==> config.mk <==
export PLATFORM = sky130hd
export DESIGN_NAME = serial_frame_sync
export DESIGN_NICKNAME = d
export VERILOG_FILES = /design/src/rtl/serial_frame_sync_pkg.sv /design/src/rtl/serial_frame_sync_deser.sv /design/src/rtl/serial_frame_sync.sv
export SDC_FILE = /design/constraint.sdc
export NUM_CORES = 1
export LEC_CHECK = 0
export CAP_MARGIN = 40
export CORE_ASPECT_RATIO = 0.7
export CORE_MARGIN = 2
export CORE_UTILIZATION = 35
export DETAILED_ROUTE_END_ITERATION = 8
export RECOVER_POWER = 25
export SYNTH_ARGS = -nofsm -noshare
export SYNTH_HDL_FRONTEND = slang
export SYNTH_SLANG_ARGS = --single-unit
==> constraint.sdc <==
create_clock -name clk -period 5.2 [get_ports clk]
set_input_delay 1.56 -clock clk [delete_from_list [all_inputs] [get_ports clk]]
set_output_delay 1.56 -clock clk [all_outputs]
set_load 0.005 [all_outputs]
==> src/rtl/serial_frame_sync_pkg.sv <==
// Shared types and helpers for the serial frame synchroniser.
// The optional statistics outputs are enabled by defining SERIAL_FRAME_SYNC_STATS_EN.
package serial_frame_sync_pkg;

    typedef enum logic [1:0] {
        HUNT   = 2'd0,
        VERIFY = 2'd1,
        LOCKED = 2'd2
    } state_t;

    localparam logic [7:0] SYNC_WORD_DEFAULT = 8'hA5;

    function automatic int frame_bits(input int data_w, input int frame_len);
        return (1 + frame_len) * data_w;
    endfunction

endpackage

==> src/rtl/serial_frame_sync_deser.sv <==
// Serial-to-parallel shifter with payload word-boundary strobes.
// Feeds the framing FSM with the post-shift window on every valid bit.
module sfs_deser #(
    parameter int DATA_W = 8,
    parameter int POS_W  = 6
) (
    input  logic              clk,
    input  logic              rst,
    input  logic              bit_in,
    input  logic              bit_vld,
    input  logic [POS_W-1:0]  pos,
    input  logic              pay_en,
    output logic [DATA_W-1:0] nsr,
    output logic [DATA_W-1:0] byte_out,
    output logic              byte_vld,
    output logic              frame_start
);

    logic [DATA_W-1:0] sr_r;
    logic [DATA_W-1:0] byte_r;
    logic              byte_vld_r;
    logic              frame_start_r;
    logic              word_end_s;
    logic              first_word_s;

    assign nsr          = {sr_r[DATA_W-2:0], bit_in};
    assign word_end_s   = (pos >= POS_W'(DATA_W)) && ((pos % POS_W'(DATA_W)) == POS_W'(DATA_W - 1));
    assign first_word_s = (pos == POS_W'(2 * DATA_W - 1));

    // Shift register and one-cycle payload strobes; byte_out holds between strobes.
    always_ff @(posedge clk or posedge rst) begin
        if (rst) begin
            sr_r          <= '0;
            byte_r        <= '0;
            byte_vld_r    <= 1'b0;
            frame_start_r <= 1'b0;
        end else begin
            byte_vld_r    <= 1'b0;
            frame_start_r <= 1'b0;
            if (bit_vld) begin
                sr_r <= nsr;
                if (pay_en && word_end_s) begin
                    byte_r        <= nsr;
                    byte_vld_r    <= 1'b1;
                    frame_start_r <= first_word_s;
                end
            end
        end
    end

    assign byte_out    = byte_r;
    assign byte_vld    = byte_vld_r;
    assign frame_start = frame_start_r;

endmodule

==> src/rtl/serial_frame_sync.sv <==
// Frame synchroniser: hunts for the sync word, verifies alignment, flywheels, deserialises payload.
// Define SERIAL_FRAME_SYNC_STATS_EN to add the frame_cnt / err_cnt statistics outputs.
module serial_frame_sync
    import serial_frame_sync_pkg::*;
#(
    parameter int                DATA_W    = 8,
    parameter logic [DATA_W-1:0] SYNC_WORD = DATA_W'(SYNC_WORD_DEFAULT),
    parameter int                FRAME_LEN = 4,
    parameter int                LOCK_CNT  = 3,
    parameter int                LOSS_CNT  = 2
) (
    input  logic              clk,
    input  logic              rst,
    input  logic              bit_in,
    input  logic              bit_vld,
    output logic [DATA_W-1:0] byte_out,
    output logic              byte_vld,
    output logic              frame_start,
    output logic              locked,
    output logic              sync_err
`ifdef SERIAL_FRAME_SYNC_STATS_EN
    ,
    output logic [15:0]       frame_cnt,
    output logic [15:0]       err_cnt
`endif
);

    localparam int FRAME_BITS = frame_bits(DATA_W, FRAME_LEN);
    localparam int POS_W      = $clog2(FRAME_BITS);
    localparam int GOOD_W     = $clog2(LOCK_CNT + 1);
    localparam int MISS_W     = $clog2(LOSS_CNT + 1);

    state_t            state_r, state_s;
    logic [POS_W-1:0]  pos_r, pos_s;
    logic [GOOD_W-1:0] good_cnt_r, good_cnt_s;
    logic [MISS_W-1:0] miss_cnt_r, miss_cnt_s;
    logic              locked_r, locked_s;
    logic              sync_err_r, sync_err_s;
    logic [DATA_W-1:0] nsr_s;
    logic              sync_match_s;
    logic              sync_slot_s;

    sfs_deser #(
        .DATA_W (DATA_W),
        .POS_W  (POS_W)
    ) u_deser (
        .clk         (clk),
        .rst         (rst),
        .bit_in      (bit_in),
        .bit_vld     (bit_vld),
        .pos         (pos_r),
        .pay_en      (state_r == LOCKED),
        .nsr         (nsr_s),
        .byte_out    (byte_out),
        .byte_vld    (byte_vld),
        .frame_start (frame_start)
    );

    assign sync_match_s = (nsr_s == SYNC_WORD);
    assign sync_slot_s  = bit_vld && (state_r != HUNT) && (pos_r == POS_W'(DATA_W - 1));

    // State, position and alignment counters.
    always_ff @(posedge clk or posedge rst) begin
        if (rst) begin
            state_r    <= HUNT;
            pos_r      <= '0;
            good_cnt_r <= '0;
            miss_cnt_r <= '0;
            locked_r   <= 1'b0;
            sync_err_r <= 1'b0;
        end else begin
            state_r    <= state_s;
            pos_r      <= pos_s;
            good_cnt_r <= good_cnt_s;
            miss_cnt_r <= miss_cnt_s;
            locked_r   <= locked_s;
            sync_err_r <= sync_err_s;
        end
    end

    // Next-state logic: sliding search in HUNT, slot checks only once aligned.
    always_comb begin
        state_s    = state_r;
        pos_s      = pos_r;
        good_cnt_s = good_cnt_r;
        miss_cnt_s = miss_cnt_r;
        locked_s   = locked_r;
        sync_err_s = 1'b0;
        if (bit_vld) begin
            if (pos_r == POS_W'(FRAME_BITS - 1)) begin
                pos_s = '0;
            end else begin
                pos_s = pos_r + POS_W'(1);
            end
            case (state_r)
                HUNT: begin
                    if (sync_match_s) begin
                        pos_s      = POS_W'(DATA_W);
                        good_cnt_s = GOOD_W'(1);
                        if (LOCK_CNT <= 1) begin
                            state_s    = LOCKED;
                            locked_s   = 1'b1;
                            miss_cnt_s = '0;
                        end else begin
                            state_s = VERIFY;
                        end
                    end else begin
                        pos_s      = '0;
                        good_cnt_s = '0;
                    end
                end
                VERIFY: begin
                    if (sync_slot_s && sync_match_s) begin
                        if (int'(good_cnt_r) + 1 >= LOCK_CNT) begin
                            state_s    = LOCKED;
                            good_cnt_s = GOOD_W'(LOCK_CNT);
                            miss_cnt_s = '0;
                            locked_s   = 1'b1;
                        end else begin
                            good_cnt_s = good_cnt_r + GOOD_W'(1);
                        end
                    end else if (sync_slot_s) begin
                        state_s    = HUNT;
                        good_cnt_s = '0;
                        pos_s      = '0;
                    end else begin
                        good_cnt_s = good_cnt_r;
                    end
                end
                LOCKED: begin
                    if (sync_slot_s && sync_match_s) begin
                        miss_cnt_s = '0;
                    end else if (sync_slot_s) begin
                        sync_err_s = 1'b1;
                        if (int'(miss_cnt_r) + 1 >= LOSS_CNT) begin
                            state_s    = HUNT;
                            locked_s   = 1'b0;
                            miss_cnt_s = MISS_W'(LOSS_CNT);
                            good_cnt_s = '0;
                            pos_s      = '0;
                        end else begin
                            miss_cnt_s = miss_cnt_r + MISS_W'(1);
                        end
                    end else begin
                        miss_cnt_s = miss_cnt_r;
                    end
                end
                default: begin
                    state_s    = HUNT;
                    pos_s      = '0;
                    good_cnt_s = '0;
                    miss_cnt_s = '0;
                    locked_s   = 1'b0;
                end
            endcase
        end else begin
            pos_s = pos_r;
        end
    end

    assign locked   = locked_r;
    assign sync_err = sync_err_r;

`ifdef SERIAL_FRAME_SYNC_STATS_EN
    logic [15:0] frame_cnt_r;
    logic [15:0] err_cnt_r;

    // Good-sync and sync-error event counters, free-running modulo 2^16.
    always_ff @(posedge clk or posedge rst) begin
        if (rst) begin
            frame_cnt_r <= 16'd0;
            err_cnt_r   <= 16'd0;
        end else begin
            if (sync_slot_s && sync_match_s && (state_r == LOCKED)) begin
                frame_cnt_r <= frame_cnt_r + 16'd1;
            end
            if (sync_err_s) begin
                err_cnt_r <= err_cnt_r + 16'd1;
            end
        end
    end

    assign frame_cnt = frame_cnt_r;
    assign err_cnt   = err_cnt_r;
`endif

endmodule
==> flow_summary.yaml, run 1 <==
status:
  status: "complete, but fails checks"
  violations: "max-capacitance violations, max-slew violations"
placement:
  dpl.hpwl_mm: 2.52
  numPortBuffers: 15
  place_area_um2: 1940
  place_ws_ns: 1.53
  gp_congestion: 0.833
clock_network:
  cts_sinks: 31
  cts_made_buffers: 5
  insertion_delay_ns: 0.28
  cts_max_level: 2
  cts_hold_buf: 0
  cts_resized: 0
  cts_setup_buffers: 0
  cts_tree: "done"
  cts-root-buf: "clkbuf_8"
  cts_buffer_depth: 2
  clkTransAtPathRegs_ns: 0.06
layout:
  final_common_cell: "dfrtp_1"
  n_antenna_cell: 0
  fin_area_um2: 2020
  layout_common_cells: "dfrtp_1, clkdlybuf4s50_1, nand2_1, mux2_4"
  filler_cell_count: 457
  areaGrowthSynthToFinish_pct: 18.1
  num-nets-final: 178
  drive_gt1_share_pct: 18.7
job:
  cap_violations: 1
detailed_routing:
  ant_nets: 0
  vias: 1330
  via_per_inst: 5.54
  wirelength_mm: 3.64
  wire_per_inst_um: 15.2
  drc: 0
  drt_iter0_drc: 68
  drt_first_pass_iters: 4
yosys:
  synthMuxAreaShare_pct: 11.6
  synth_area_um2: 1710
  synth_edf_count: 0
  avgSynthCellArea_um2: 11.2
  async_reset_ff_share_pct: 100
  synth_nets: 160
  synth_simple_gate_area_share_pct: 21.9
  synthAdderAreaFrac_pct: 2.19
  netlist_instances: 153
  synth_top_family_by_area: "simple AND/OR/NAND/NOR gates"
  synthXorXnorAreaFrac_pct: 0
  ys_seq_elements: 31
  synth_warnings: 0
  seq_area_frac_synth_pct: 45.3
  ys.flop_type: "dfrtp_1"
  synth_compound_area_share_pct: 15.9
  yosysUniqueCellTypes: 48
grt:
  grt_pass1_vias: 1265
  grt_busiest_layer: "met2"
  grt.met1_usage_pct: 20.2
  met2_usage_pct: 21.8
  grt_pass1_wl_mm: 6.18
  antenna_found_initial: 0
  grt_overflow: 0
  grt_usage_pct: 14.6
  grt_use_met3_pct: 4.10
  grt_max_degree: 32
floorplan:
  die_height_um: 62.5
  std_cell_rows: 21
  core_um2: 4760
  io_pins: 16
  initial_core_util_pct: 36.0
  die_area_um2: 5470
  die_w_um: 87.6
pwr:
  leakage_uw: 0.000839
  ir_drop_v: 0.000266
  power_uw: 624
  p_per_area_nw_per_um2: 308
worst_setup_path:
  worst_setup_path_end_kind: "register"
  cp.arrival_ns: 3.52
  cp-start-kind: "primary input"
  critPathKind: "in2reg"
  cp.required_ns: 5.36
  cp_max_fo: 17
worst_hold_path:
  min_path_type: "reg2reg"
timing:
  rsz0062_at_grt: "no"
  finalCriticalPeriod_ns: 3.36
  clock.fmax_ghz: 0.298
  clock_skew_ns: 0.00537
  tightest_slew_ns: 1.69
  relSlewSlack_pct: -12.3
  finalSetupTns_ns: 0
  setup_viol: 0
  timing.final.crit_share_pct: 64.5
  worst_slack_ns: 1.84
  finalHoldViolCount: 0
  slew_violations: 32
==> routing by layer <==
metal,wire length [um],up-vias
met1,1770,665
li1,-,613
met5,0,-
met2,1640,43
met4,43,0
met3,178,9
==> path summary, 6_finish.rpt <==
| kind | start | endpoint | slack (ns) | cells after the start |
|---|---|---|---|---|
| min reg2reg | u_deser.byte_out[5] | u_deser.byte_out[5] | 0.51 | 1 |
| min in group asynchronous | rst | u_deser.byte_out[7] | 2.30 | 3 |
| max reg2reg | state_r[1] | u_deser.byte_out[7] | 3.27 | 3 |
| max in group asynchronous | rst | state_r[1] | 1.92 | 3 |
| min | u_deser.byte_out[5] | u_deser.byte_out[5] | 0.51 | 1 |
| max | bit_vld | u_deser.byte_out[7] | 1.84 | 4 |
==> cells by family (layout without fill, tap and decap cells) <==
kind of cell,after synthesis,in the layout
AND/OR/NAND/NOR,53,53
flip-flops,31,31
adder cells (fa/ha/maj),3,3
multiplexers,15,15
buffers and inverters,13,31
AO/OA/AOI/OAI,38,38
==> registers in the layout (all words and copies together) (netlist names) <==
name,cells
good_cnt_r,2
locked,1
miss_cnt_r,2
pos_r,6
state_r,2
sync_err,1
u_deser.byte_out,8
u_deser.byte_vld,1
u_deser.frame_start,1
u_deser.sr_r,7
==> cells in the mapped netlist (3+ instances only) <==
| cell | number | area (um2) |
|---|---|---|
| nand2_1 | 11 | 41.3 |
| a21oi_1 | 5 | 25.0 |
| dfrtp_1 | 31 | 776 |
| o211ai_1 | 3 | 22.5 |
| inv_1 | 7 | 26.3 |
| o21ai_1 | 5 | 25.0 |
| mux2_4 | 8 | 120 |
| o21ai_0 | 4 | 20.0 |
| nor3_4 | 3 | 48.8 |
| a32oi_1 | 3 | 26.3 |
| nor2_1 | 4 | 15.0 |
| mux2_2 | 7 | 78.8 |
| nand2b_1 | 3 | 18.8 |
| nand3_1 | 5 | 25.0 |
| ha_1 | 3 | 37.5 |
| nor2b_1 | 4 | 25.0 |
| nand4_1 | 5 | 31.3 |
==> through the flow <==
step	std cells	util, %	hold slack (ns)
final	240	42.5	0.509
after CTS	240	42.6	0.517
after floorplan	153	-	0.500
after global placement	233	40.8	0.498
after global routing	240	42.5	0.526
after detailed placement	233	40.8	0.497
==> cell type report <==
cell class,count,area (um2),share of cell area [%]
well taps,69,86.3,4.27
clock buffers,6,82.6,4.08
multi-input cells,109,885,43.7
clock inverters,1,5.00,0.248
flip-flops and latches,31,776,38.4
repair buffers,17,161,7.98
inverters,7,26.3,1.30
==> report_power, final <==
| group | switching (uW) | total (uW) | internal (uW) |
|---|---|---|---|
| registers | 50.3 | 322 | 271 |
| logic | 57.2 | 110 | 53.1 |
| clock network | 88.2 | 192 | 104 |
| total | 196 | 624 | 428 |
==> worst max-delay path, cell delays in order <==
cell             delay (ns)
clkdlybuf4s50_1        0.84
nand3_4                0.20
nor3_4                 0.56
mux2_4                 0.35
Power figures use the tool's default switching activity.
==> inputs of run 2 (changes only) <==
==> constraint.sdc (replaced) <==
create_clock -name clk -period 3.3 [get_ports clk]
set_input_delay 0.99 -clock clk [delete_from_list [all_inputs] [get_ports clk]]
set_output_delay 0.99 -clock clk [all_outputs]
set_load 0.005 [all_outputs]
==> flow_summary.yaml, run 2 (synthesis gave the netlist of run 1 again) <==
detailed_routing:
  drc: 0
  vias: 1279
  via_per_inst: 5.26
  ant_nets: 0
  drt_first_pass_iters: 4
  wire_per_inst_um: 15.2
  drt_iter0_drc: 71
  wirelength_mm: 3.69
timing:
  relSlewSlack_pct: 68.9
  timing.final.crit_share_pct: 72.2
  setup_viol: 0
  finalSetupTns_ns: 0
  rsz0062_at_grt: "no"
  tightest_slew_ns: 0.467
  hold_ws_ns: 0.519
  clock_skew_ns: 0.0134
  finalCriticalPeriod_ns: 2.38
  clock.fmax_ghz: 0.420
  slew_violations: 0
  finalHoldViolCount: 0
layout:
  largest_reg_flops: 8
  register_area_um2: 776
  layout_common_cells: "dfrtp_1, clkdlybuf4s50_1, nand2_1, mux2_4"
  multi_input_area_um2: 885
  drive_gt1_share_pct: 20.7
  n_antenna_cell: 0
  filler_cell_count: 452
  final_common_cell: "dfrtp_1"
  areaGrowthSynthToFinish_pct: 21.0
  num-nets-final: 180
worst_setup_path:
  critical_path.top_delay_family: "buffers and inverters"
  path_cells: "clkdlybuf4s50_1 > buf_4 > nand3_4 > nor3_4 > buf_4 > mux2_4"
  cp.arrival_ns: 2.55
  cp-start-kind: "primary input"
  path_depth: 6
  slowest_stage: "clkdlybuf4s50_1"
  ff2ff_path_depth: 5
  cpMostUsedCell: "buf_4"
  slowest_delay_ns: 0.51
  cp.required_ns: 3.47
  crit_buf_inv: 3
  cp_max_fo: 11
  worst_setup_path_end_kind: "register"
  critPathKind: "in2reg"
grt:
  grt_overflow: 0
  antenna_found_initial: 0
  grt_usage_pct: 14.8
  grt_max_degree: 32
  grt_pass1_vias: 1269
  grt_pass1_wl_mm: 6.28
pwr:
  leakage_uw: 0.000867
  p_per_area_nw_per_um2: 520
  ir_drop_v: 0.000336
  power_uw: 1080
clock_network:
  cts_resized: 0
  insertion_delay_ns: 0.29
  cts_hold_buf: 0
  cts_tree: "done"
  cts_buffer_depth: 2
  cts-root-buf: "clkbuf_8"
  cts_setup_buffers: 0
  cts_max_level: 2
  clkTransAtPathRegs_ns: 0.06
  cts_sinks: 31
  cts_made_buffers: 5
placement:
  gp_congestion: 0.839
  numPortBuffers: 15
  dpl.hpwl_mm: 2.60
worst_hold_path:
  min_path_type: "reg2reg"
  hold_path_depth: 1
floorplan:
  die_height_um: 62.5
  core_um2: 4760
  std_cell_rows: 21
  die_w_um: 87.6
  io_pins: 16
  die_area_um2: 5470
  initial_core_util_pct: 36.0
job:
  cap_violations: 0
status:
  status: "finished clean"
-- run 2: changes by cell type in the layout (fill, tap and decap cells not counted) --
cell       previous run  this run
clkbuf_1              1         0
buf_4                 1         4
bufinv_16             0         1
-- run 2: stage by stage --
stage | cells | worst slack [ns] | area [um2] | util [%]
after floorplan | 153 | 1.14 | 1710 | -
after global placement | 235 | 0.657 | 1950 | 41.1
after detailed placement | 235 | 0.618 | 1950 | 41.1
after CTS | 243 | 0.910 | 2070 | 43.5
after global routing | 243 | 0.858 | 2070 | 43.5
final | 243 | 0.917 | 2070 | 43.5
-- run 2: where the power goes --
group,switching [uW],total (uW),internal (uW)
clock,148,392,244
sequential,81.3,508,427
combinational,91.3,177,85.7
-- run 2: routing by layer --
metal,global-route usage (%),wire length [um],vias to the layer above
met3,4.10,182,7
met2,20.2,1540,37
met4,5.19,52,0
met1,22.3,1910,614
met5,0,0,-
li1,-,-,621
-- run 2: worst paths after layout --
path                                           from  slack (ns)                  end
worst max-delay path                        bit_vld        0.92  u_deser.byte_out[2]
worst min-delay path            u_deser.byte_out[3]        0.52  u_deser.byte_out[3]
worst max register to register             pos_r[0]        1.51             pos_r[2]
worst min register to register  u_deser.byte_out[3]        0.52  u_deser.byte_out[3]
max in group asynchronous                       rst        1.78             pos_r[5]
min in group asynchronous                       rst        1.22      u_deser.sr_r[5]
-- run 2: final cells by class --
cell class	count	share of cell area (%)
Clock buffer	6	3.99
Clock inverter	2	1.69
Inverter	7	1.27
Multi-Input combinational cell	109	42.7
Sequential cell	31	37.5
Tap cell	69	4.17
Timing Repair Buffer	19	8.70
==> inputs of run 3 (changes only) <==
==> constraint.sdc (replaced) <==
create_clock -name clk -period 2.3 [get_ports clk]
set_input_delay 0.69 -clock clk [delete_from_list [all_inputs] [get_ports clk]]
set_output_delay 0.69 -clock clk [all_outputs]
set_load 0.005 [all_outputs]
==> flow_summary.yaml, run 3 (synthesis gave the netlist of run 1 again) <==
timing:
  clock.fmax_ghz: 0.488
  timing.final.crit_share_pct: 89.0
  setup_viol: 0
  relSlewSlack_pct: 49.6
  finalCriticalPeriod_ns: 2.05
  clock_skew_ns: 0.00338
  rsz0062_at_grt: "no"
  finalHoldViolCount: 0
  tightest_slew_ns: 0.756
  finalSetupTns_ns: 0
  slew_violations: 0
  hold_ws_ns: 0.511
worst_setup_path:
  cp-start-kind: "primary input"
  cp.arrival_ns: 2.24
  worst_setup_path_end_kind: "register"
  critPathLaunch: "bit_in"
  r2r-start: "pos_r[0]"
  r2r_setup_slack_ns: 0.49
  critPathKind: "in2reg"
  ff2ff_path_depth: 6
  cp.required_ns: 2.49
  cp_max_fo: 4
  r2r-end: "pos_r[5]"
layout:
  largest_reg_flops: 8
  num-nets-final: 185
  layout_common_cells: "dfrtp_1, clkdlybuf4s50_1, nand2_1, mux2_4"
  drive_gt1_share_pct: 21.8
  final_common_cell: "dfrtp_1"
  areaGrowthSynthToFinish_pct: 21.6
  n_antenna_cell: 0
grt:
  grt_overflow: 0
  grt_max_degree: 32
  grt_pass1_vias: 1239
  antenna_found_initial: 0
  grt_pass1_wl_mm: 6.20
  grt_usage_pct: 14.5
floorplan:
  std_cell_rows: 21
  io_pins: 16
  die_height_um: 62.5
  die_area_um2: 5470
  core_um2: 4760
  die_w_um: 87.6
  initial_core_util_pct: 36.0
worst_hold_path:
  min_path_type: "reg2reg"
  hold_end: "u_deser.byte_out[5]"
  hold_path_depth: 1
  hp-start: "u_deser.byte_out[5]"
clock_network:
  cts_resized: 0
  cts-root-buf: "clkbuf_8"
  clkTransAtPathRegs_ns: 0.06
  cts_buffer_depth: 2
  cts_made_buffers: 5
  cts_sinks: 31
  cts_hold_buf: 0
  cts_setup_buffers: 0
  insertion_delay_ns: 0.28
  cts_max_level: 2
  cts_tree: "done"
pwr:
  combPwrFrac_pct: 18.6
  ir_drop_v: 0.000403
  clockPowerShare_pct: 28.9
  p_int_uw: 949
  p_per_area_nw_per_um2: 663
  leakage_uw: 0.000875
  p_seq_share_pct: 52.5
  p_switching_uw: 431
  swShare_pct: 31.2
detailed_routing:
  drc: 0
  drt_first_pass_iters: 4
  drt_iter0_drc: 149
  via_per_inst: 5.33
  vias: 1323
  wire_per_inst_um: 14.5
  wirelength_mm: 3.60
  ant_nets: 0
placement:
  numPortBuffers: 15
  dpl.hpwl_mm: 2.55
  gp_congestion: 0.956
status:
  status: "finished clean"
job:
  cap_violations: 0
==> run 3: changes by cell type in the layout (fill, tap and decap cells not counted), sizes merged <==
cell / delta
buf: +4
clkbuf: +2
bufinv: -1
==> run 3: worst max path at each step <==
stage	endpoint	cells after the start	slack, ns
after floorplan	u_deser.byte_out[0]	4	0.44
after global placement	locked	5	0.02
after detailed placement	locked	5	-0.02
after CTS	locked	5	0.26
after global routing	locked	5	0.17
final	locked	5	0.25
==> run 3: cell type report <==
type	count	area, um2
inverters	7	26.3
clock inverters	1	5.00
clock buffers	7	76.3
repair buffers	24	228
flip-flops and latches	31	776
fillers	455	2670
multi-input cells	109	885
well taps	69	86.3
==> run 3: critical path, cell delays in order <==
cell and delay [ns]:
clkdlybuf4s50_1 0.51, and4bb_1 0.31, nand4_1 0.14, or4_1 0.42, a32oi_1 0.17
==> run 3: metal layers <==
metal,vias up,GRT usage [%],share of wire (%)
li1,623,-,-
met1,637,21.9,50
met2,56,18.9,42
met3,7,3.96,6.4
met4,0,6.54,2.1
met5,-,0,0
==> run 3: power by group through the flow <==
stage | clock, uW | sequential [uW] | combinational, uW
after detailed placement | 0 | 734 | 257
after global routing | 442 | 739 | 289
after global placement | 0 | 729 | 249
after CTS | 419 | 724 | 258
final | 398 | 725 | 257
after floorplan | 0 | 704 | 207
==> run 3: metrics by stage <==
step | instances | total power, uW | utilization, % | setup WS [ns] | instance area [um2]
final | 248 | 1380 | 43.8 | 0.253 | 2080
after floorplan | 153 | 911 | - | 0.442 | 1710
after CTS | 248 | 1400 | 43.8 | 0.258 | 2080
after global routing | 248 | 1470 | 43.8 | 0.168 | 2080
after global placement | 240 | 979 | 42.1 | 0.0191 | 2000
after detailed placement | 240 | 991 | 42.1 | -0.0152 | 2000
==> patch: new RTL, config.mk and constraints of run 3 <==
The option `SERIAL_FRAME_SYNC_STATS_EN` is turned on by a define.
--- a/src/rtl/serial_frame_sync.sv
+++ b/src/rtl/serial_frame_sync.sv
@@ -1,5 +1,7 @@
 // Frame synchroniser: hunts for the sync word, verifies alignment, flywheels, deserialises payload.
 // Define SERIAL_FRAME_SYNC_STATS_EN to add the frame_cnt / err_cnt statistics outputs.
+`define SERIAL_FRAME_SYNC_STATS_EN
+
 module serial_frame_sync
     import serial_frame_sync_pkg::*;
 #(
Formal check against the unedited RTL (old outputs only; new: err_cnt and frame_cnt): equivalent (Yosys induction, for registers that start in step).
==> patch against run 3 <==
Core utilization increased by 4.5 points. Synthesized area grew 80%. Final area up 97%. Routed wire length rose by 92%. Critical path depth unchanged. Count of clock-buffer cells in the layout rose by 4. Power up 90%. Worst hold slack worse by 0.047 ns. Register-to-register slack got worse by 0.08 ns. Sequential cell count is 32 higher. Setup slack worse by 0.084 ns. Largest power group is now the clock network.
==> patch: results (changes against run 3) <==
max incr delay on CP=0.56 ns (+0.05 ns); register-to-register setup slack=0.41 ns (-0.08 ns); Worst Tran Pin Value=0.760 ns (+0.00439 ns); met1 Track Usage GR=23.2% (+1.3 points); sw power=542 µW (+26%); hold crit path type=flop to flop; vias in the first global route=2286 (+85%); RR Startpoint=pos_r[1]; drt pass-1 iters=4 (unchanged); buffer count from post-CTS setup fixing=0 (unchanged); CP max FO=13 (+9); DR iter-0 viols=111 (-26%); Syn Inst Count=273 (+78%); async set-reset flop share out of synthesis=100% (unchanged); status=complete, no violations; Avg Vias per Cell=5.05 (-5.3%); smallest hold slack=0.464 ns (-0.0466 ns); CTS root buffer=clkbuf_16; Resized cells post-CTS=0 (unchanged); routed wire length=6930 µm (+92%); Seq group=1.17 mW (+61%); Hold Crit Depth=1 (unchanged); hold_sp=err_cnt[15]; layout cells sized above 1=17.8% (-4.0 points); Nets=347 (+88%); M2 GR Usage=22.6% (+3.7 points); RePlAce Congestion=0.800 (-16%); R2R depth=5 (-1); Post-DP HPWL=4980 µm (+95%); Clk Latency, worst-skew pair=0.33 ns (+0.05 ns); Area after DPL=3810 µm² (+90%); Data arrival, critical path=2.39 ns (+0.15 ns); Worst IR Drop VDD=0.381 mV (-5.5%); leakage power=1.92 nW (+120%); met3 Use GR=4.60% (+0.64 points); post-synth cell types=50 (+4.2%); Port Buffers=47 (+32); GRT Total Usage=15.9% (+1.4 points); Seq/Total Area, Yosys=51.1% (+5.8 points); pin count of the biggest net entering global routing=27 (-16%); Max-Cap Viols=0 (unchanged); Hold Crit Endpoint=err_cnt[15]; Tot Pwr=2.62 mW (+90%); pre-CTS WS=-0.172 ns (-0.157 ns); Comb. pwr=99.3 µW (-61%); CP max-delay cell=and4bb_2; first-pass GRT wire length=11700 µm (+88%); syn nets=282 (+76%); WL per Instance=15.0 µm (+3.3%); # fillers=759 (+67%); Num CTS Buffers=9 (+4); dpl cells=447 (+86%); Area contributors post-synth=dfrtp_1 51%, mux2_2 6.6%, xor2_1 5.4%, xnor2_1 3.7%, nand3_1 2.4%; H-tree depth=3 (+1); r2r endpoint=err_cnt[1]; clk_skew=0.00822 ns (+0.00484 ns); most frequent cells after synthesis=63 x dfrtp_1, 19 x xor2_1, 18 x mux2_2
patch: cell count changes after synthesis, moves of 6 or more:
cell     change
xor2_1      +19
dfrtp_1     +32
mux2_2      +11
mux2_4       -8
nand2_1      +6
nand3_1     +10
xnor2_1     +13
nor3_1      +10
and4_1       +6
patch: worst max path at each step:
stage	startpoint	endpoint	slack, ns
final	bit_in	frame_cnt[9]	0.17
after floorplan	rst	err_cnt[0]	0.04
after global routing	bit_in	frame_cnt[9]	0.06
after detailed placement	bit_in	frame_cnt[9]	-0.17
after CTS	bit_in	frame_cnt[9]	0.17
after global placement	bit_in	frame_cnt[9]	-0.15
patch: per-layer routing:
layer,share of wire [%],up-vias,wire length [µm]
li1,-,1118,-
met1,51,1167,3560
met2,43,40,3010
met3,4.0,9,275
met4,1.2,0,80
met5,0,-,0
patch: kinds of logic (layout without fill, tap and decap cells):
kind of cell | after synthesis | after routing | share of synthesized area, %
AO/OA/AOI/OAI | 27 | 27 | 6.16
XOR/XNOR | 32 | 32 | 9.08
adder cells (fa/ha/maj) | 5 | 5 | 2.03
buffers and inverters | 22 | 91 | 3.20
flip-flops | 63 | 63 | 51.1
multiplexers | 20 | 20 | 7.22
AND/OR/NAND/NOR | 104 | 104 | 21.2
patch: final cells by class:
cell class | instances | area (µm²) | share of cell area, %
Multi-Input combinational cell | 188 | 1410 | 34.3
Timing Repair Buffer | 66 | 638 | 15.5
Tap cell | 120 | 150 | 3.65
Clock inverter | 4 | 45.0 | 1.10
Inverter | 10 | 37.5 | 0.913
Sequential cell | 63 | 1580 | 38.3
Clock buffer | 11 | 253 | 6.15
